## src/rtl/param_reg_file_pkg.sv

```systemverilog
// Shared definitions for param_reg_file: function codes and the read-index map.
package reg_file_pkg;

    typedef enum logic [2:0] {
        FS_CLR  = 3'b000,
        FS_LOAD = 3'b001,
        FS_DEC  = 3'b010,
        FS_INC  = 3'b011,
        FS_SHL  = 3'b100,
        FS_SHR  = 3'b101,
        FS_HOLD = 3'b110,
        FS_SET  = 3'b111
    } funsel_e;

    // T registers occupy the low indices, R registers follow; pos is 0-based (T1/R1 = 0)
    function automatic int unsigned rd_index(input logic is_r, input int unsigned pos,
                                             input int unsigned num_t);
        return is_r ? num_t + pos : pos;
    endfunction

endpackage

```

## src/rtl/param_reg_file_if.sv

```systemverilog
// Control/data bus between the datapath controller and param_reg_file.
interface param_reg_file_if #(
    parameter int unsigned WIDTH = 8,
    parameter int unsigned NUM_R = 4,
    parameter int unsigned NUM_T = 4
);
    localparam int unsigned SEL_W = $clog2(NUM_R + NUM_T);

    logic [WIDTH-1:0] I;
    logic [2:0]       FunSel;
    logic [NUM_R-1:0] RSel;
    logic [NUM_T-1:0] TSel;
    logic [SEL_W-1:0] O1Sel;
    logic [SEL_W-1:0] O2Sel;
    logic [WIDTH-1:0] O1;
    logic [WIDTH-1:0] O2;
    logic             wrap;

    modport master (output I, FunSel, RSel, TSel, O1Sel, O2Sel,
                    input  O1, O2, wrap);
    modport slave  (input  I, FunSel, RSel, TSel, O1Sel, O2Sel,
                    output O1, O2, wrap);
endinterface

```

## src/rtl/param_reg_file_reg_cell.sv

```systemverilog
// One register of the file: function-code next-value logic with optional saturation.
module reg_cell
    import reg_file_pkg::*;
#(
    parameter int unsigned WIDTH    = 8,
    parameter int unsigned SATURATE = 0
) (
    input  logic             clk,
    input  logic             rst,
    input  logic             sel,
    input  funsel_e          fun,
    input  logic [WIDTH-1:0] d,
    output logic [WIDTH-1:0] q,
    output logic [WIDTH-1:0] nxt,
    output logic             wrap_ev
);

    always_comb begin
        nxt     = q;
        wrap_ev = 1'b0;
        if (sel) begin
            case (fun)
                FS_CLR:  nxt = '0;
                FS_LOAD: nxt = d;
                FS_DEC: begin
                    if (q == '0) begin
                        wrap_ev = 1'b1;
                        nxt     = (SATURATE != 0) ? '0 : '1;
                    end else begin
                        nxt = q - 1'b1;
                    end
                end
                FS_INC: begin
                    if (q == '1) begin
                        wrap_ev = 1'b1;
                        nxt     = (SATURATE != 0) ? '1 : '0;
                    end else begin
                        nxt = q + 1'b1;
                    end
                end
                FS_SHL:  nxt = {q[WIDTH-2:0], 1'b0};
                FS_SHR:  nxt = {1'b0, q[WIDTH-1:1]};
                FS_SET:  nxt = '1;
                default: nxt = q;
            endcase
        end
    end

    always_ff @(posedge clk or posedge rst) begin
        if (rst) q <= '0;
        else     q <= nxt;
    end

endmodule

```

## src/rtl/param_reg_file.sv

```systemverilog
// NUM_R general + NUM_T temporary registers with two registered read ports and a wrap flag.
module param_reg_file
    import reg_file_pkg::*;
#(
    parameter int unsigned WIDTH    = 8,
    parameter int unsigned NUM_R    = 4,
    parameter int unsigned NUM_T    = 4,
    parameter int unsigned SATURATE = 0,
    parameter int unsigned BYPASS   = 0
) (
    input logic            clk,
    input logic            rst,
    param_reg_file_if.slave bus
);

    localparam int unsigned NTOT = NUM_R + NUM_T;

    logic [WIDTH-1:0] q_a   [NTOT];
    logic [WIDTH-1:0] nxt_a [NTOT];
    logic [NTOT-1:0]  sel;
    logic [NTOT-1:0]  ev;
    logic [WIDTH-1:0] rd1, rd2;
    funsel_e          fun;

    assign fun = funsel_e'(bus.FunSel);

    // Select vectors are MSB-first (bit N-1 = register 1); remap into read-index order
    for (genvar j = 0; j < NUM_T; j++) begin : g_tsel
        assign sel[rd_index(1'b0, j, NUM_T)] = bus.TSel[NUM_T-1-j];
    end
    for (genvar j = 0; j < NUM_R; j++) begin : g_rsel
        assign sel[rd_index(1'b1, j, NUM_T)] = bus.RSel[NUM_R-1-j];
    end

    for (genvar k = 0; k < NTOT; k++) begin : g_cell
        reg_cell #(.WIDTH(WIDTH), .SATURATE(SATURATE)) u_cell (
            .clk     (clk),
            .rst     (rst),
            .sel     (sel[k]),
            .fun     (fun),
            .d       (bus.I),
            .q       (q_a[k]),
            .nxt     (nxt_a[k]),
            .wrap_ev (ev[k])
        );
    end

    always_comb begin
        rd1 = '0;
        rd2 = '0;
        for (int unsigned k = 0; k < NTOT; k++) begin
            if (32'(bus.O1Sel) == k) rd1 = (BYPASS != 0) ? nxt_a[k] : q_a[k];
            if (32'(bus.O2Sel) == k) rd2 = (BYPASS != 0) ? nxt_a[k] : q_a[k];
        end
    end

    always_ff @(posedge clk or posedge rst) begin
        if (rst) begin
            bus.O1   <= '0;
            bus.O2   <= '0;
            bus.wrap <= 1'b0;
        end else begin
            bus.O1   <= rd1;
            bus.O2   <= rd2;
            bus.wrap <= |ev;
        end
    end

endmodule

```

## src/flat_wrapper.sv

```systemverilog
// flat-port wrapper written by rule: the top's interface ports become plain ports
module param_reg_file_flat import reg_file_pkg::*;
#(
    parameter int unsigned WIDTH    = 8,
    parameter int unsigned NUM_R    = 4,
    parameter int unsigned NUM_T    = 4,
    parameter int unsigned SATURATE = 0,
    parameter int unsigned BYPASS   = 0
)
  (clk, rst, bus_I, bus_FunSel, bus_RSel, bus_TSel, bus_O1Sel, bus_O2Sel, bus_O1, bus_O2, bus_wrap);
  param_reg_file_if #(.WIDTH(WIDTH), .NUM_R(NUM_R), .NUM_T(NUM_T)) bus_i ();
  input logic clk;
  input logic rst;
  input wire logic [$bits(bus_i.I)-1:0] bus_I;
  input wire logic [$bits(bus_i.FunSel)-1:0] bus_FunSel;
  input wire logic [$bits(bus_i.RSel)-1:0] bus_RSel;
  input wire logic [$bits(bus_i.TSel)-1:0] bus_TSel;
  input wire logic [$bits(bus_i.O1Sel)-1:0] bus_O1Sel;
  input wire logic [$bits(bus_i.O2Sel)-1:0] bus_O2Sel;
  output wire logic [$bits(bus_i.O1)-1:0] bus_O1;
  output wire logic [$bits(bus_i.O2)-1:0] bus_O2;
  output wire logic [$bits(bus_i.wrap)-1:0] bus_wrap;
  assign bus_i.I = bus_I;
  assign bus_i.FunSel = bus_FunSel;
  assign bus_i.RSel = bus_RSel;
  assign bus_i.TSel = bus_TSel;
  assign bus_i.O1Sel = bus_O1Sel;
  assign bus_i.O2Sel = bus_O2Sel;
  assign bus_O1 = bus_i.O1;
  assign bus_O2 = bus_i.O2;
  assign bus_wrap = bus_i.wrap;
  param_reg_file #(.WIDTH(WIDTH), .NUM_R(NUM_R), .NUM_T(NUM_T), .SATURATE(SATURATE), .BYPASS(BYPASS)) u_core (.clk(clk), .rst(rst), .bus(bus_i));
endmodule
```

## config.mk

```make
export PLATFORM = sky130hd
export DESIGN_NAME = param_reg_file_flat
export DESIGN_NICKNAME = d
export VERILOG_FILES = /design/src/rtl/param_reg_file_pkg.sv /design/src/rtl/param_reg_file_if.sv /design/src/rtl/param_reg_file_reg_cell.sv /design/src/rtl/param_reg_file.sv /design/src/flat_wrapper.sv
export SDC_FILE = /design/constraint.sdc
export NUM_CORES = 1
export LEC_CHECK = 0
export BUFFER_PORTS_ARGS = -buffer_cell sky130_fd_sc_hd__buf_2
export CORE_UTILIZATION = 65
export CTS_CLUSTER_SIZE = 24
export DETAILED_ROUTE_END_ITERATION = 10
export PLACE_DENSITY = 0.91
export SYNTH_ARGS = -nofsm -noshare
export SYNTH_HDL_FRONTEND = slang
export SYNTH_HIERARCHICAL = 1
export SYNTH_SLANG_ARGS = --single-unit
```

## constraint.sdc

```tcl
create_clock -name clk -period 5.5 [get_ports clk]
set_input_delay 1.1 -clock clk [delete_from_list [all_inputs] [get_ports clk]]
set_output_delay 1.1 -clock clk [all_outputs]
set_load 0.01 [all_outputs]
```

==> flow_summary.json <==
{
  "status": "finished clean",
  "place.gp.congestion": 0.981,
  "dr.first_iter.drc_count": 1895,
  "wirelength_mm": 32.0,
  "utilization_pct": 69.0,
  "crit_chain": "buf_4 > buf_4 > clkinv_1 > o21ai_0 > o41a_1 > o22ai_1",
  "rows": 44,
  "synth_warnings": 6,
  "critPathKind": "primary input to register",
  "dieArea_um2": 15800,
  "initial_utilization_pct": 67.6,
  "finalSetupTns_ps": 0,
  "muxShareOfSynthArea_pct": 8.02,
  "dr_wl_met2_mm": 14.0,
  "cpMostUsedCell": "buf_4",
  "vdd_ir_drop_max_mv": 0.168,
  "die_w_um": 126,
  "cts_buffers": 9,
  "die_h_um": 126,
  "track_usage_pct": 39.8,
  "synthSimpleGateAreaFrac_pct": 27.7,
  "async_reset_ff_share_pct": 100,
  "ios": 44,
  "relSlewSlack_pct": 36.9,
  "nets": 1254,
  "synth-compound-area-share_pct": 30.4,
  "yosysTopAreaCellShare_pct": 20.4,
  "seq_area_frac_synth_pct": 20.4,
  "max_freq_mhz": 314,
  "cp_max_fo": 100,
  "clockBufferDepth": 2,
  "synthAdderAreaFrac_pct": 3.02,
  "critPathMaxStageDelay_ps": 690,
  "routedWlPerCell_um": 22.9,
  "synthCells": 1275,
  "path_clk_slew_ps": 70,
  "avgViaCountPerCell": 7.62,
  "grt_pass1_wl_mm": 50.2,
  "post-route-period-util_pct": 57.9,
  "drive_above_1_share_pct": 11.4,
  "worst_pin_slew_ps": 947,
  "syn_area_um2": 9940,
  "clock_latency_ps": 360,
  "synthFlopType": "dfrtp_1",
  "setup_viol": 0,
  "synth_top_area_cell": "dfrtp_1",
  "fin_crit_ps": 3190,
  "cts_tree": "built",
  "vias": 10600,
  "place_hpwl_mm": 21.2,
  "grt_max_degree": 101,
  "clock_skew_ps": 12.5,
  "post_cts_buffers": 0,
  "grt_pass1_vias": 9443,
  "crit_path_top_delay_cell": "buf_4",
  "synth_area_leaders": "dfrtp_1, a21oi_1, mux2i_1",
  "avgSynthCellArea_um2": 7.79,
  "crit_required_ps": 5730,
  "rsz0062_at_grt": "false",
  "highest_layer": "met5",
  "power_density_nw_per_um2": 272,
  "first_pass_iters": 9,
  "finalPower_w": 0.00276,
  "coreArea_um2": 14700,
  "r2r_setup_slack_ps": 3170,
  "worst_setup_path_start_kind": "primary input",
  "hold_viol": 0,
  "h-tree-depth": 3,
  "port-buffer-count": 43,
  "end_kind": "register",
  "ant_nets": 0,
  "hold_path_class": "register to register",
  "synth_nets": 1326,
  "area_growth_pct": 2.10,
  "cts_resized": 0,
  "cts.sinks": 81,
  "wl_met1_mm": 11.9,
  "dpl.cell_count": 1376,
  "whs_ps": 737,
  "yosysMostFrequentCell": "a21oi_1",
  "instances_no_fill": 1397,
  "max_cap_viol_count": 0,
  "leakagePower_nw": 3.98,
  "synth_edf_count": 0,
  "synth_xor_area_share_pct": 2.12,
  "ys_types": 69,
  "synth_top_family_by_area": "compound AO/OA/AOI/OAI gates",
  "cts_root_buf": "clkbuf_16",
  "met3_length_mm": 4.36,
  "overflow": 0,
  "holdBufCountCts": 0,
  "crit_arrival_ps": 3410,
  "antenna_found_initial": 5,
  "ys_seq_elements": 81,
  "drv_slew": 0,
  "ys_top_cells_by_count": "a21oi_1, nor2_1, clkbuf_1, nand2_1, dfrtp_1",
  "drc_errors": 0
}
per-layer routing:
layer	track usage, %	up-vias
met5	0	-
met4	19.7	4
met3	11.9	168
met2	60.2	824
met1	51.7	4957
li1	-	4694
worst paths after layout:
kind	startpoint	endpoint	depth (start not counted)
worst max-delay path	bus_FunSel[2]	u_core/g_cell[2].u_cell/q[7]	6
worst min-delay path	u_core/g_cell[6].u_cell/q[5]	u_core/g_cell[6].u_cell/q[5]	1
worst max register to register	u_core/g_cell[5].u_cell/q[0]	u_core/g_cell[5].u_cell/q[2]	7
worst min register to register	u_core/g_cell[6].u_cell/q[5]	u_core/g_cell[6].u_cell/q[5]	1
max in group asynchronous	rst	u_core/bus.O1[1]	2
min in group asynchronous	rst	u_core/g_cell[3].u_cell/q[4]	2
layout make-up:
class	instances	area (um2)
Multi-Input combinational cell	1014	7080
Fill cell	1180	4550
Timing Repair Buffer	48	273
Tap cell	184	230
Antenna cell	5	12.5
Clock inverter	5	104
Sequential cell	81	2030
Clock buffer	11	233
Inverter	49	184
flip-flops by register name, indices dropped and copies added (netlist names):
signal and cells:
u_core/bus.O1 8, u_core/g_cell.u_cell/q 64, u_core/bus.wrap 1, u_core/bus.O2 8
report_power, final:
part	total (W)	internal, W	switching, W
clock	0.000721	0.000445	0.000277
sequential	0.00108	0.000696	0.000386
combinational	0.000958	0.000430	0.000529
worst max-delay path: cells and delay by family:
family | cells | cell delay, ps
buf+inv | 3 | 1350
compound gates | 3 | 900
kinds of logic after synthesis:
| group | after synthesis |
|---|---|
| simple gates | 456 |
| compound gates | 442 |
| buf+inv | 180 |
| flops | 81 |
| mux | 68 |
| xor+xnor | 24 |
| fa+ha+maj | 24 |
cell usage in the layout (no fill, tap or decap), types with 13 or more instances in the layout:
master	n
a21oi_1	126
a22oi_1	18
a2bb2oi_1	19
a31oi_1	16
a32oi_1	14
and3_1	16
buf_2	40
dfrtp_1	81
ha_1	24
inv_1	41
mux2_2	13
mux2i_1	47
nand2_1	90
nand2b_1	23
nand3_1	48
nand3b_1	18
nor2_1	98
nor2b_1	18
nor3_1	17
nor4_1	18
o21a_1	23
o21ai_0	74
o22ai_1	16
o32a_1	16
or3_1	24
xor2_1	16
stage by stage:
step	cell area (um2)	setup WS [ps]
3_5_place_dp	9800	2100
3_3_place_gp	9800	2160
5_1_grt	10100	2140
2_1_floorplan	9940	3100
4_1_cts	10100	2470
6_report	10100	2310
Note: power is estimated with default switching activity, not from simulation.
